### config.mk
export PLATFORM = sky130hd
export DESIGN_NAME = bc_game_engine
export DESIGN_NICKNAME = d
export VERILOG_FILES = /design/src/rtl/bc_pkg.sv /design/src/rtl/bc_digit_match.sv /design/src/rtl/bc_game_engine.sv
export SDC_FILE = /design/constraint.sdc
export NUM_CORES = 1
export LEC_CHECK = 0
export CORE_MARGIN = 2
export CORE_UTILIZATION = 35
export CTS_BUF_LIST = sky130_fd_sc_hd__clkbuf_16
export DETAILED_ROUTE_END_ITERATION = 8
export HOLD_SLACK_MARGIN = 0.03
export SLEW_MARGIN = 10
export SYNTH_ARGS = -nofsm -noshare
export SYNTH_HDL_FRONTEND = slang
export SYNTH_SLANG_ARGS = --single-unit
### constraint.sdc
create_clock -name clock -period 8.9 [get_ports clock]
set_input_delay 0.89 -clock clock [delete_from_list [all_inputs] [get_ports clock]]
set_output_delay 0.89 -clock clock [all_outputs]
set_load 0.02 [all_outputs]
### src/rtl/bc_pkg.sv
// bc_pkg: shared state encoding, constants and helpers for the Bulls & Cows
// game engine (bc_game_engine and bc_digit_match).
package bc_pkg;

  typedef enum logic [3:0] {
    P1_SETUP = 4'd0,
    P2_SETUP = 4'd1,
    P1_GUESS = 4'd2,
    P2_GUESS = 4'd3,
    VALIDATE = 4'd4,
    SCORE    = 4'd5,
    RESULT   = 4'd6,
    WIN      = 4'd7,
    DRAW     = 4'd8
  } bc_state_t;

  // Largest digit value accepted when decimal-only entry is enabled.
  localparam int BC_MAX_DECIMAL = 9;

  // Width of a counter that holds 0..n_digits without wrapping.
  function automatic int bc_score_w(input int n_digits);
    return $clog2(n_digits + 1);
  endfunction

endpackage

### src/rtl/bc_digit_match.sv
// bc_digit_match: compares one digit against every digit of a packed vector.
// pos_hit flags a match at the given position, other_hit a match anywhere
// else. Used both for entry uniqueness and for bull/cow scoring.
module bc_digit_match
  import bc_pkg::*;
#(
  parameter int NUM_DIGITS = 4,
  parameter int DIGIT_W    = 4,
  parameter int IDX_W      = 2
) (
  input  logic [DIGIT_W-1:0]            i_digit,
  input  logic [NUM_DIGITS*DIGIT_W-1:0] i_vec,
  input  logic [IDX_W-1:0]              i_pos,
  output logic                          o_pos_hit,
  output logic                          o_other_hit
);

  // Scan every position of the vector for the candidate digit.
  always_comb begin
    o_pos_hit   = 1'b0;
    o_other_hit = 1'b0;
    for (int k = 0; k < NUM_DIGITS; k++) begin
      if (i_vec[k*DIGIT_W +: DIGIT_W] == i_digit) begin
        if (k == int'(i_pos)) o_pos_hit = 1'b1;
        else                  o_other_hit = 1'b1;
      end
    end
  end

endmodule

### src/rtl/bc_game_engine.sv
// bc_game_engine: two-player Bulls & Cows engine. Entries are validated one
// digit per cycle, guesses are scored one digit per cycle, rounds are counted
// up to a draw limit and the winner is reported.
// Optional build macro: BC_DECIMAL_ONLY_EN -- when defined, any entry digit
// greater than 9 is rejected during validation.
module bc_game_engine
  import bc_pkg::*;
#(
  parameter int NUM_DIGITS = 4,
  parameter int DIGIT_W    = 4,
  parameter int MAX_ROUNDS = 10
) (
  input  logic                                  clock,
  input  logic                                  reset_n,
  input  logic                                  confirma,
  input  logic [NUM_DIGITS*DIGIT_W-1:0]         sw,
  output logic [3:0]                            state_o,
  output logic                                  player_o,
  output logic [bc_score_w(NUM_DIGITS)-1:0]     bulls_o,
  output logic [bc_score_w(NUM_DIGITS)-1:0]     cows_o,
  output logic [7:0]                            round_o,
  output logic                                  err_o,
  output logic                                  winner_o,
  output logic                                  busy_o
);

  localparam int ENTRY_W = NUM_DIGITS * DIGIT_W;
  localparam int SCORE_W = bc_score_w(NUM_DIGITS);
  localparam int IDX_W   = $clog2(NUM_DIGITS);

  localparam logic [IDX_W-1:0]   LAST_IDX   = IDX_W'(NUM_DIGITS - 1);
  localparam logic [SCORE_W-1:0] FULL_SCORE = SCORE_W'(NUM_DIGITS);
  localparam logic [7:0]         LAST_ROUND = 8'(MAX_ROUNDS);

  // Control state
  bc_state_t            r_state;
  bc_state_t            w_state_nxt;
  bc_state_t            r_ret;
  logic                 r_conf_q;
  logic [IDX_W-1:0]     r_idx;
  logic                 r_fail;

  // Game data
  logic [ENTRY_W-1:0]   r_entry;
  logic [ENTRY_W-1:0]   r_secret1;
  logic [ENTRY_W-1:0]   r_secret2;
  logic [SCORE_W-1:0]   r_bulls;
  logic [SCORE_W-1:0]   r_cows;
  logic [7:0]           r_round;
  logic                 r_err;
  logic                 r_winner;
  logic                 r_player;

  // Combinational helpers
  logic                 w_edge;
  logic                 w_entry_state;
  logic                 w_last;
  logic [DIGIT_W-1:0]   w_digit;
  logic [ENTRY_W-1:0]   w_vec;
  logic                 w_pos_hit;
  logic                 w_other_hit;
  logic                 w_dec_bad;
  logic                 w_val_fail;

  assign w_edge        = confirma & ~r_conf_q;
  assign w_entry_state = (r_state == P1_SETUP) || (r_state == P2_SETUP) ||
                         (r_state == P1_GUESS) || (r_state == P2_GUESS);
  assign w_last        = (r_idx == LAST_IDX);

  // During SCORE the captured guess is compared against the opponent's secret;
  // during VALIDATE the entry is compared against itself.
  assign w_vec = (r_state == SCORE) ? (r_player ? r_secret1 : r_secret2) : r_entry;

  // Select the entry digit addressed by the serial index.
  always_comb begin
    w_digit = '0;
    for (int k = 0; k < NUM_DIGITS; k++) begin
      if (r_idx == IDX_W'(k)) w_digit = r_entry[k*DIGIT_W +: DIGIT_W];
    end
  end

  bc_digit_match #(
    .NUM_DIGITS (NUM_DIGITS),
    .DIGIT_W    (DIGIT_W),
    .IDX_W      (IDX_W)
  ) u_match (
    .i_digit     (w_digit),
    .i_vec       (w_vec),
    .i_pos       (r_idx),
    .o_pos_hit   (w_pos_hit),
    .o_other_hit (w_other_hit)
  );

`ifdef BC_DECIMAL_ONLY_EN
  assign w_dec_bad = (32'(w_digit) > 32'(BC_MAX_DECIMAL));
`else
  assign w_dec_bad = 1'b0;
`endif

  // A repeated digit shows up as a hit at some other position of the entry.
  assign w_val_fail = r_fail | w_other_hit | w_dec_bad;

  // State register.
  always_ff @(posedge clock) begin
    if (!reset_n) r_state <= P1_SETUP;
    else          r_state <= w_state_nxt;
  end

  // Next-state decision for the game flow.
  always_comb begin
    w_state_nxt = r_state;
    case (r_state)
      P1_SETUP, P2_SETUP, P1_GUESS, P2_GUESS: begin
        if (w_edge) w_state_nxt = VALIDATE;
      end
      VALIDATE: begin
        if (w_last) begin
          if (w_val_fail) begin
            w_state_nxt = r_ret;
          end else begin
            case (r_ret)
              P1_SETUP: w_state_nxt = P2_SETUP;
              P2_SETUP: w_state_nxt = P1_GUESS;
              default:  w_state_nxt = SCORE;
            endcase
          end
        end
      end
      SCORE: begin
        if (w_last) w_state_nxt = RESULT;
      end
      RESULT: begin
        if (w_edge) begin
          if (r_bulls == FULL_SCORE)    w_state_nxt = WIN;
          else if (!r_player)           w_state_nxt = P2_GUESS;
          else if (r_round == LAST_ROUND) w_state_nxt = DRAW;
          else                          w_state_nxt = P1_GUESS;
        end
      end
      WIN, DRAW: begin
        if (w_edge) w_state_nxt = P1_SETUP;
      end
      default: w_state_nxt = P1_SETUP;
    endcase
  end

  // Entry capture on a confirm edge; sw changes afterwards are ignored.
  always_ff @(posedge clock) begin
    if (w_entry_state && w_edge) r_entry <= sw;
  end

  // Game bookkeeping: validation progress, secrets, scores, rounds, winner.
  always_ff @(posedge clock) begin
    if (!reset_n) begin
      r_conf_q  <= 1'b1;
      r_ret     <= P1_SETUP;
      r_idx     <= '0;
      r_fail    <= 1'b0;
      r_secret1 <= '0;
      r_secret2 <= '0;
      r_bulls   <= '0;
      r_cows    <= '0;
      r_round   <= '0;
      r_err     <= 1'b0;
      r_winner  <= 1'b0;
      r_player  <= 1'b0;
    end else begin
      r_conf_q <= confirma;
      case (r_state)
        P1_SETUP, P2_SETUP, P1_GUESS, P2_GUESS: begin
          if (w_edge) begin
            r_ret  <= r_state;
            r_err  <= 1'b0;
            r_idx  <= '0;
            r_fail <= 1'b0;
          end
        end
        VALIDATE: begin
          r_fail <= w_val_fail;
          if (!w_last) begin
            r_idx <= r_idx + 1'b1;
          end else begin
            r_idx <= '0;
            if (w_val_fail) begin
              r_err <= 1'b1;
            end else begin
              case (r_ret)
                P1_SETUP: begin
                  r_secret1 <= r_entry;
                  r_player  <= 1'b1;
                end
                P2_SETUP: begin
                  r_secret2 <= r_entry;
                  r_player  <= 1'b0;
                  r_round   <= 8'd1;
                end
                default: begin
                  r_bulls <= '0;
                  r_cows  <= '0;
                end
              endcase
            end
          end
        end
        SCORE: begin
          r_idx <= w_last ? '0 : r_idx + 1'b1;
          if (w_pos_hit)        r_bulls <= r_bulls + SCORE_W'(1);
          else if (w_other_hit) r_cows  <= r_cows + SCORE_W'(1);
        end
        RESULT: begin
          if (w_edge) begin
            if (r_bulls == FULL_SCORE) begin
              r_winner <= r_player;
            end else if (!r_player) begin
              r_player <= 1'b1;
            end else if (r_round < LAST_ROUND) begin
              r_round  <= r_round + 8'd1;
              r_player <= 1'b0;
            end
          end
        end
        WIN, DRAW: begin
          if (w_edge) begin
            r_secret1 <= '0;
            r_secret2 <= '0;
            r_bulls   <= '0;
            r_cows    <= '0;
            r_round   <= '0;
            r_err     <= 1'b0;
            r_winner  <= 1'b0;
            r_player  <= 1'b0;
          end
        end
        default: ;
      endcase
    end
  end

  assign state_o  = r_state;
  assign player_o = r_player;
  assign bulls_o  = r_bulls;
  assign cows_o   = r_cows;
  assign round_o  = r_round;
  assign err_o    = r_err;
  assign winner_o = r_winner;
  assign busy_o   = (r_state == VALIDATE) || (r_state == SCORE);

endmodule

==> summary.md, run 1 <==
| Metric | Value |
|---|---|
| Met3 GRT Util | `0.0332` |
| Drt via density | `approximately 5.4` |
| Vias in the first global route | `roughly 3.4k` |
| Net count, final | `519` |
| Count leader, synth | `dfxtp_1` |
| Root buf cell | `clkbuf_16` |
| Initial antenna violation count | `0` |
| Setup CP Type | `register to register` |
| Most used flip-flop cell after synthesis | `dfxtp_1` |
| Area Growth Syn to Fin | `16.9%` |
| Seq/Total Area, Yosys | `0.393` |
| Post-synth net total | `493` |
| Buffers on Ports | `40` |
| Routed Antenna Nets | `0` |
| Post-Route Skew | `between 4 and 5 ps` |
| Static Leakage | `1.69 nW` |
| Synthesis warning total | `0` |
| Die W | `115 um` |
| Initial Util | `0.359` |
| CTS tree | `yes` |
| DR vias | `3559` |
| Max-cap violations | `0` |
| Fin. max-slew vios | `0` |
| Core area | `0.0121 mm^2` |
| Switch share | `0.237` |
| Final setup fails | `0` |
| Status | `finished, final reports clean` |
| Synth Cell Area | `0.00433 mm^2` |
| Largest net degree at the start of global routing | `46` |
| Routed wire per std cell | `15.3 um` |
| WL final | `10100 um` |
| GRT Util Overall | `0.160` |
| H-tree Lvls | `3` |
| Logic gate share of total power | `0.087` |
| Post-Synth Adder-Cell Area | `0.0260` |
| Clock latency on the worst-skew pair | `~330 ps` |
| Synth area leader | `dfxtp_1` |
| # IOs | `41` |
| Simple logic cell fraction of the synthesized area | `0.233` |
| Post-synth EDFFs | `16` |
| Die height | `115 um` |
| First-pass GRT wire length | `16800 um` |
| Antenna Cells | `0` |
| Post-CTS Resized | `0` |
| Post-synth cell types | `65` |
| Post-route clock period utilization | `0.475` |
| Area share of the largest cell type after synthesis | `0.282` |
| # fillers | `1218` |
| Gr busiest metal | `met2` |
| RSZ-0062 raised after global routing | `false` |
| Final HPWL DP | `7060 um` |
| Area of the multi-input gates | `0.00242 mm^2` |
| DR pass1 iterations | `5` |
| TNS Setup | `0 ps` |
| Reg-to-reg startpoint | `state_o[0]` |
| Largest family of logic cells by synthesized area | `simple AND/OR/NAND/NOR gates` |
| Clock net sink count | `77` |
| Hold Violations, Final | `0` |
| Worst Tran Pin Value | `1180 ps` |
| WHS Path Cells | `2` |
| Rel. slew slack | `0.208` |
| M1 GR Usage | `0.210` |
| Worst hold path class | `register to register` |
| Type of destination of the critical path | `register` |
| Die area | `0.0133 mm^2` |
| Rows | `40` |
| Reg2reg end | `round_o[1]` |
| Clock Pin Slew Worst Setup and Hold Paths | `60 ps` |
| Worst setup SP type | `register` |
| Max Fclk | `237 MHz` |
| Multiplexer area fraction after synthesis | `0.0793` |
| Starting DRT DRC Count | `240` |
| Reg2reg path depth | `9` |
| P_int | `0.574 mW` |
| Syn Area/Cell | `approximately 9.3 um^2` |
| Synth Area in Compound Gates | `0.193` |
| Setup WS pre-CTS | `4360 ps` |
| CTS Hold Bufs | `0` |
| Ratio of cells with drive above 1 in the final layout | `0.0766` |
| Hold path startpoint | `r_secret2[5]` |
| Gr ovfl total | `0` |
| CTS buffer count | `9` |
| Non-Filler Instances | `between 600 and 700` |
| Asr flop ratio synth | `0` |
| Min setup slack post-route | `4670 ps` |
| Overall Power | `0.752 mW` |
| Max Root-Sink Buffers | `2` |
| Largest cells by area after synthesis | `dfxtp_1 28%, edfxtp_1 11%, mux2i_1 5.3%, nand2_1 4.2%, a21boi_0 3.8%` |
| FF+latch count, synth | `just under 80` |
| DRC violations left | `0` |
| Sequential Power Share | `0.485` |
| Max FO, Critical Path | `35` |
| Tmin final | `about 4200 ps` |
| PwrDens | `between 100 and 150 mW/mm^2` |
| Post-synth top cells | `61 x dfxtp_1, 48 x nand2_1, 26 x nor2_1` |
| GPL Wtd Cong | `0.883` |
| Placed cell count | `648` |
| Arr. time, crit path | `about 4500 ps` |
| Data required, critical path | `9160 ps` |
| FF-to-FF setup slack | `4670 ps` |
| P_sw | `0.178 mW` |
| Grt met2 use | `0.263` |
| Mapped Cells | `465` |
| Xor and xnor area share after synthesis | `0.0283` |
| Setup Fix Bufs, Post-CTS | `0` |
| Worst VDD drop | `0.116 mV` |
| Clock group share of total power | `0.428` |
| FF/Latch Area | `0.00170 mm^2` |
| Worst Hold End | `r_secret2[5]` |
==> cells by family after synthesis <==
| group | Yosys count |
|---|---|
| xor gates and xnor gates | 14 |
| adders and majority gates | 9 |
| AOI/OAI and AO/OA | 116 |
| muxes | 33 |
| and+or+nand+nor | 177 |
| DFF | 77 |
| buffers and inverters | 39 |
==> power groups by stage <==
stage,Sequential (mW),Combinational [mW],Clock [mW]
finish,0.365,0.0655,0.322
global placement,0.372,0.0642,0
global route,0.365,0.0716,0.345
floorplan,0.371,0.0457,0
CTS,0.365,0.0656,0.330
detailed placement,0.372,0.0653,0
==> registers in the layout, summed over array words and instances (netlist names) <==
register / cells
bulls_o: 3
cows_o: 3
err_o: 1
player_o: 1
r_conf_q: 1
r_entry: 16
r_fail: 1
r_idx: 2
r_ret: 4
r_secret1: 16
r_secret2: 16
round_o: 8
state_o: 4
winner_o: 1
==> final cells by class <==
class,instances,area share
clock inverter,7,0.00693
timing repair buffer,43,0.0836
inverter,11,0.00816
multi-input combinational,349,0.479
clock buffer,9,0.0445
sequential,77,0.336
tap,168,0.0416
==> worst max-delay path by stage <==
stage,startpoint,to
global placement,state_o[0],round_o[1]
floorplan,r_idx[0],r_secret1[12]
finish,state_o[0],round_o[1]
global route,state_o[0],round_o[1]
detailed placement,state_o[0],round_o[1]
CTS,state_o[0],round_o[1]
==> per-layer routing <==
| metal | vias up | wire length (um) |
|---|---|---|
| met1 | 1703 | 4810 |
| met5 | - | 0 |
| li1 | 1752 | - |
| met3 | 14 | 435 |
| met4 | 0 | 154 |
| met2 | 90 | 4740 |
==> through the flow <==
step / util / instance area [um^2] / hold slack (ps)
floorplan: - / 4330 / 438
global placement: 0.398 / 4800 / 451
detailed placement: 0.398 / 4800 / 456
CTS: 0.419 / 5060 / 464
global route: 0.419 / 5060 / 485
finish: 0.419 / 5060 / 460
==> worst max-delay path, cell delays in order (launching register included) <==
cell      delay (ps)
dfxtp_1          690
and4bb_2         810
mux2i_1          280
mux2_2           360
a221oi_2         280
nand3_2          150
nand4_4          180
o22a_1           840
and2_1           310
a21boi_0         190
==> layout by cell type (no fill, tap or decap), types with 5 or more instances in the layout <==
| cell type | Yosys | layout |
|---|---|---|
| nor3_1 | 8 | 8 |
| a22o_1 | 17 | 17 |
| nand3_1 | 9 | 9 |
| edfxtp_1 | 16 | 16 |
| and2_1 | 7 | 7 |
| nand3b_1 | 22 | 22 |
| clkbuf_16 | 0 | 9 |
| clkdlybuf4s50_1 | 0 | 40 |
| and3_1 | 6 | 6 |
| a21oi_1 | 19 | 19 |
| xnor2_1 | 10 | 10 |
| nand4_1 | 5 | 5 |
| o21ai_0 | 19 | 19 |
| mux2_2 | 10 | 10 |
| nor2_1 | 26 | 26 |
| nand2_1 | 48 | 48 |
| nand2b_1 | 9 | 9 |
| or3_1 | 5 | 5 |
| o21a_1 | 5 | 5 |
| mux2i_1 | 23 | 23 |
| ha_1 | 9 | 9 |
| nor2b_1 | 8 | 8 |
| dfxtp_1 | 61 | 61 |
| a21boi_0 | 22 | 22 |
| inv_1 | 11 | 13 |
No activity file was read; power rests on OpenSTA's default activity.
==> run 2: changes to the inputs <==
- clock period: 8.9 -> 4.4 ns (I/O delays scaled with it)
==> run 2 against run 1 <==
  * Final cell count increased by 0.90%
  * Routed wire length up 3.1%
  * Flip-flop and latch count unchanged
  * Hold slack got worse by 2.9 ps
  * Worst setup slack worse by 3800 ps
  * Highest routed layer unchanged
==> summary.md, run 2 (same netlist as run 1, synthesis figures left out) <==
| Metric | Value |
|---|---|
| RSZ-0062 raised after global routing | `false (unchanged)` |
| Clock net sink count | `77 (unchanged)` |
| DR vias | `3540 (was 3559)` |
| Max-cap violations | `0 (unchanged)` |
| Commonest non-fill, non-tap cell in the layout | `dfxtp_1 (unchanged)` |
| Data required, critical path | `4630 ps (was 9160 ps)` |
| Fin. max-slew vios | `0 (unchanged)` |
| GRT Util Overall | `0.169 (was 0.160)` |
| CTS tree | `yes (unchanged)` |
| Clock Pin Slew Worst Setup and Hold Paths | `60 ps (about the same)` |
| Switch share | `0.225 (was 0.237)` |
| Max Fclk | `284 MHz (was 237 MHz)` |
| Buffers on Ports | `40 (unchanged)` |
| Routed wire per std cell | `15.6 um (was 15.3 um)` |
| Clock latency on the worst-skew pair | `340 ps (was 330 ps)` |
| WHS Path Cells | `2 (unchanged)` |
| H-tree Lvls | `3 (unchanged)` |
| Root buf cell | `clkbuf_16 (unchanged)` |
| Gr ovfl total | `0 (unchanged)` |
| Largest net degree at the start of global routing | `31 (was 46)` |
| Vias in the first global route | `3443 (was 3408)` |
| Worst VDD drop | `0.169 mV (was 0.116 mV)` |
| Slowest cell on the critical path | `dfxtp_1 (was o22a_1)` |
| Post-route clock period utilization | `0.799 (was 0.475)` |
| Die height | `115 um (unchanged)` |
| Sequential Power Share | `0.448 (was 0.485)` |
| Initial Util | `0.359 (unchanged)` |
| Worst Tran Pin Value | `869 ps (was 1180 ps)` |
| First-pass GRT wire length | `17500 um (was 16800 um)` |
| P_int | `1.28 mW (was 0.574 mW)` |
| Rows | `40 (unchanged)` |
| Worst path max stage delay | `600 ps (was 840 ps)` |
| CP Cell Sequence | `and4bb_1, buf_4, mux2i_1, xnor2_1, nor2_1, nand4b_1, nand4_4, or3_1, a31o_4, a22o_1 (was and4bb_2, mux2i_1, mux2_2, a221oi_2, nand3_2, nand4_4, o22a_1, and2_1, a21boi_0)` |
| Post-Route Skew | `9.12 ps (was 4.25 ps)` |
| WL final | `10500 um (was 10100 um)` |
| Setup WS pre-CTS | `906 ps (was 4360 ps)` |
| Drt via density | `5.28 (was 5.36)` |
| Final HPWL DP | `7460 um (was 7060 um)` |
| TNS Setup | `0 ps (unchanged)` |
| CTS buffer count | `9 (unchanged)` |
| Clock group share of total power | `0.471 (was 0.428)` |
| Status | `finished, final reports clean (unchanged)` |
| Static Leakage | `1.76 nW (was 1.69 nW)` |
| Most frequent cells in the layout | `61 x dfxtp_1, 48 x nand2_1, 40 x clkdlybuf4s50_1 (unchanged)` |
| Ratio of cells with drive above 1 in the final layout | `0.0876 (was 0.0766)` |
| Logic gate share of total power | `0.081 (was 0.087)` |
| CTS Hold Bufs | `0 (unchanged)` |
| DRC violations left | `0 (unchanged)` |
| P_sw | `0.371 mW (was 0.178 mW)` |
| Post-CTS Resized | `0 (unchanged)` |
| Worst hold path class | `register to register (unchanged)` |
| Min setup slack post-route | `884 ps (was 4670 ps)` |
| Largest registers | `r_entry x16, r_secret1 x16, r_secret2 x16 (unchanged)` |
| Routed Antenna Nets | `0 (unchanged)` |
| # fillers | `1169 (was 1218)` |
| Rel. slew slack | `0.420 (was 0.208)` |
| Type of destination of the critical path | `register (unchanged)` |
| PwrDens | `319 mW/mm^2 (was 149 mW/mm^2)` |
| Max FO, Critical Path | `23 (was 35)` |
| GPL Wtd Cong | `0.904 (was 0.883)` |
| Initial antenna violation count | `0 (unchanged)` |
| Die area | `0.0133 mm^2 (unchanged)` |
| # IOs | `41 (unchanged)` |
| Final setup fails | `0 (unchanged)` |
| Max Root-Sink Buffers | `2 (unchanged)` |
| Area Growth Syn to Fin | `19.4% (was 16.9%)` |
| Setup Fix Bufs, Post-CTS | `0 (unchanged)` |
| Tmin final | `3520 ps (was 4230 ps)` |
| Antenna Cells | `0 (unchanged)` |
| Setup CP Type | `register to register (unchanged)` |
| Core area | `0.0121 mm^2 (unchanged)` |
| Net count, final | `525 (was 519)` |
| Arr. time, crit path | `3750 ps (was 4490 ps)` |
| Hold Violations, Final | `0 (unchanged)` |
| Die W | `115 um (unchanged)` |
| DR pass1 iterations | `4 (was 5)` |
| Reg2reg path depth | `10 (was 9)` |
| Starting DRT DRC Count | `253 (was 240)` |
| Worst setup SP type | `register (unchanged)` |
## run 2: per-stage QoR
| step | power, mW | std cells | hold slack, ps | area (um^2) | utilization |
|---|---|---|---|---|---|
| finish | 1.65 | 670 | 457 | 5160 | 0.428 |
| floorplan | 0.843 | 465 | 438 | 4330 | - |
| global placement | 0.885 | 654 | 444 | 4850 | 0.402 |
| CTS | 1.67 | 670 | 460 | 5160 | 0.428 |
| detailed placement | 0.887 | 654 | 452 | 4850 | 0.402 |
| global route | 1.71 | 670 | 480 | 5160 | 0.428 |
## run 2: final cells by class
class / count / area [um^2] / share of cell area
Sequential cell: 77 / 1700 / 0.330
Timing Repair Buffer: 49 / 480 / 0.0930
Tap cell: 168 / 210 / 0.0407
Clock buffer: 9 / 225 / 0.0436
Clock inverter: 7 / 83.8 / 0.0162
Multi-Input combinational cell: 349 / 2420 / 0.469
Inverter: 11 / 41.3 / 0.00800
## run 2: routing by layer
| layer | GRT usage | vias to the layer above | share of wire |
|---|---|---|---|
| met5 | 0 | - | 0 |
| met4 | 0.0763 | 0 | 0.018 |
| li1 | - | 1765 | - |
| met2 | 0.274 | 84 | 0.47 |
| met3 | 0.0322 | 12 | 0.044 |
| met1 | 0.218 | 1679 | 0.47 |
## run 2: power by group through the flow
stage | Combinational (mW) | Clock (mW) | Sequential, mW
6_report | 0.134 | 0.777 | 0.738
5_1_grt | 0.147 | 0.827 | 0.739
4_1_cts | 0.135 | 0.798 | 0.738
3_5_place_dp | 0.134 | 0 | 0.753
3_3_place_gp | 0.132 | 0 | 0.753
2_1_floorplan | 0.0924 | 0 | 0.750
## run 2: path summary, 6_finish.rpt
path / endpoint / startpoint / slack, ps
setup reg to reg: r_secret1[8] / state_o[2] / 880
setup / recovery: r_secret1[8] / state_o[2] / 880
hold reg to reg: r_secret2[8] / r_secret2[8] / 460
hold / removal: r_secret2[8] / r_secret2[8] / 460
## run 2: critical path, delay by kind of cell, from the launching register on
family / cells / cell delay [ps]
AO/OA/AOI/OAI: 2 / 590
AND/OR/NAND/NOR: 5 / 1410
XOR/XNOR: 1 / 150
buffers and inverters: 1 / 370
flip-flops: 1 / 600
multiplexers: 1 / 280
==> run 3: changes to the inputs <==
- clock period: 4.4 -> 3.3 ns (I/O delays scaled with it)
==> run 3 against run 2 <==
  * Non-clock buffer count up 15
  * Utilization grew 0.84 points
  * Global-route usage up 0.71 points
  * Fmax is 12% higher
  * Largest power group is now sequential cells
  * Critical path type unchanged
  * Final area increased by 2.0%
  * Highest routed layer unchanged
  * Sequential power rose by 33%
  * Clock-buffer cell count stayed put
  * Worst setup slack got worse by 720 ps
  * Critical endpoint is now cows_o[2]
  * Largest cell class unchanged
  * Flip-flop and latch count is the same
==> summary.md, run 3 (same netlist as run 1, synthesis figures left out) <==
| Metric | Value |
|---|---|
| Status | `finished, final reports clean (unchanged)` |
| Worst VDD drop | `0.242 mV (was 0.169 mV)` |
| CTS buffer count | `9 (unchanged)` |
| Largest net degree at the start of global routing | `33 (was 31)` |
| FF/Latch Area | `0.00170 mm^2 (about the same)` |
| Top layer used by detailed routing | `met4 (unchanged)` |
| Core area | `0.0121 mm^2 (unchanged)` |
| Design Area, Final | `0.00527 mm^2 (was 0.00516 mm^2)` |
| CTS tree | `yes (unchanged)` |
| Antenna Cells | `0 (unchanged)` |
| Data required, critical path | `3570 ps (was 4630 ps)` |
| TNS Setup | `0 ps (unchanged)` |
| Rows | `40 (unchanged)` |
| Max Fclk | `319 MHz (was 284 MHz)` |
| Static Leakage | `1.82 nW (was 1.76 nW)` |
| DR pass1 iterations | `4 (unchanged)` |
| Worst Tran Pin Value | `501 ps (was 869 ps)` |
| Max-cap violations | `0 (unchanged)` |
| Wire length on met3 | `364 um (was 464 um)` |
| Tmin final | `3140 ps (was 3520 ps)` |
| H-tree Lvls | `3 (unchanged)` |
| Initial antenna violation count | `0 (unchanged)` |
| Gr ovfl total | `0 (unchanged)` |
| Root buf cell | `clkbuf_16 (unchanged)` |
| Vias in the first global route | `3561 (was 3443)` |
| Hold Violations, Final | `0 (unchanged)` |
| Commonest non-fill, non-tap cell in the layout | `dfxtp_1 (unchanged)` |
| Routed Antenna Nets | `0 (unchanged)` |
| RSZ-0062 raised after global routing | `false (unchanged)` |
| Type of destination of the critical path | `register (unchanged)` |
| Clock latency on the worst-skew pair | `350 ps (was 340 ps)` |
| Largest registers | `r_entry x16, r_secret1 x16, r_secret2 x16 (unchanged)` |
| Overall Power | `2.04 mW (was 1.65 mW)` |
| PwrDens | `388 mW/mm^2 (was 319 mW/mm^2)` |
| Area of the multi-input gates | `0.00245 mm^2 (was 0.00242 mm^2)` |
| Fin. max-slew vios | `0 (unchanged)` |
| Die area | `0.0133 mm^2 (unchanged)` |
| First-pass GRT wire length | `18000 um (was 17500 um)` |
| Post-Route Skew | `6.63 ps (was 9.12 ps)` |
| Worst hold path class | `register to register (unchanged)` |
| GPL Wtd Cong | `0.869 (was 0.904)` |
| Area Growth Syn to Fin | `21.7% (was 19.4%)` |
| # fillers | `1192 (was 1169)` |
| Final setup fails | `0 (unchanged)` |
| Routed wire per std cell | `15.6 um (about the same)` |
| Max FO, Critical Path | `12 (was 23)` |
| Max Root-Sink Buffers | `2 (unchanged)` |
| Starting DRT DRC Count | `288 (was 253)` |
| WL final | `10700 um (was 10500 um)` |
| Met1 Wirelength | `5070 um (was 4890 um)` |
| # IOs | `41 (unchanged)` |
| Ratio of cells with drive above 1 in the final layout | `0.122 (was 0.0876)` |
| Post-route clock period utilization | `0.951 (was 0.799)` |
| Arr. time, crit path | `3400 ps (was 3750 ps)` |
| Clock net sink count | `77 (unchanged)` |
| Met2 wire len | `5050 um (was 4920 um)` |
| Buffers on Ports | `40 (unchanged)` |
| Drt via density | `5.23 (was 5.28)` |
| Die height | `115 um (unchanged)` |
| CTS Hold Bufs | `0 (unchanged)` |
| Rel. slew slack | `0.666 (was 0.420)` |
| Initial Util | `0.359 (unchanged)` |
| Final HPWL DP | `7880 um (was 7460 um)` |
| Most frequent cells in the layout | `60 x dfxtp_1, 48 x nand2_1, 40 x clkdlybuf4s50_1 (was 61 x dfxtp_1, 48 x nand2_1, 40 x clkdlybuf4s50_1)` |
| Worst setup SP type | `register (unchanged)` |
| Hold Slack | `455 ps (was 457 ps)` |
| Net count, final | `540 (was 525)` |
| DRC violations left | `0 (unchanged)` |
| Setup CP Type | `register to register (unchanged)` |
| GRT Util Overall | `0.176 (was 0.169)` |
| Post-DP Area | `0.00498 mm^2 (was 0.00485 mm^2)` |
| Die W | `115 um (unchanged)` |
| Clock Pin Slew Worst Setup and Hold Paths | `60 ps (about the same)` |
| DR vias | `3585 (was 3540)` |
## run 3: timing repair
| item | in CTS | in global routing |
|---|---|---|
| endpoints found under the hold margin | 0 | 0 |
| pin swaps | 0 | 1 |
| setup buffers | 0 | 0 |
| gates resized for setup | 1 | 7 |
| endpoints found under the setup margin | 3 | 37 |
## run 3: where the power goes
part           total [mW]  switching, mW  leakage, nW  internal [mW]
clock network       0.864          0.373        0.139          0.491
registers           0.982         0.0104        0.639          0.971
logic               0.195          0.103         1.05         0.0922
## run 3: final timing paths
path | startpoint | end | slack (ps) | cells after the start
max | r_idx[0] | cows_o[2] | 160 | 11
min | winner_o | winner_o | 460 | 2
min reg2reg | winner_o | winner_o | 460 | 2
max reg2reg | r_idx[0] | cows_o[2] | 160 | 11
## run 3: metal layers
metal / vias up / global-route usage
met5: - / 0
met4: 0 / 0.0731
met3: 17 / 0.0401
met2: 57 / 0.283
met1: 1723 / 0.228
li1: 1788 / -
## run 3: final cells by class
class | count | area share
inverters | 11 | 0.00784
well taps | 168 | 0.0399
clock inverters | 7 | 0.00523
clock buffers | 9 | 0.0428
flip-flops and latches | 77 | 0.323
multi-input cells | 349 | 0.466
repair buffers | 64 | 0.115
## run 3: worst max-delay path, cell delays in order, from the launching register on
cell and delay [ps]:
dfxtp_1 350, inv_1 140, ha_4 230, or3b_2 470
o211a_1 210, mux2_2 300, a221oi_2 250, or4b_1 470
nand4_1 170, nor3b_2 110, and3_1 200, nor3_1 170
## run 3: metrics by stage
stage	utilization	cells	setup slack [ps]
6_report	0.437	685	162
5_1_grt	0.437	685	6.73
4_1_cts	0.434	685	90.9
3_5_place_dp	0.413	669	18.9
3_3_place_gp	0.413	669	103
2_1_floorplan	-	465	270
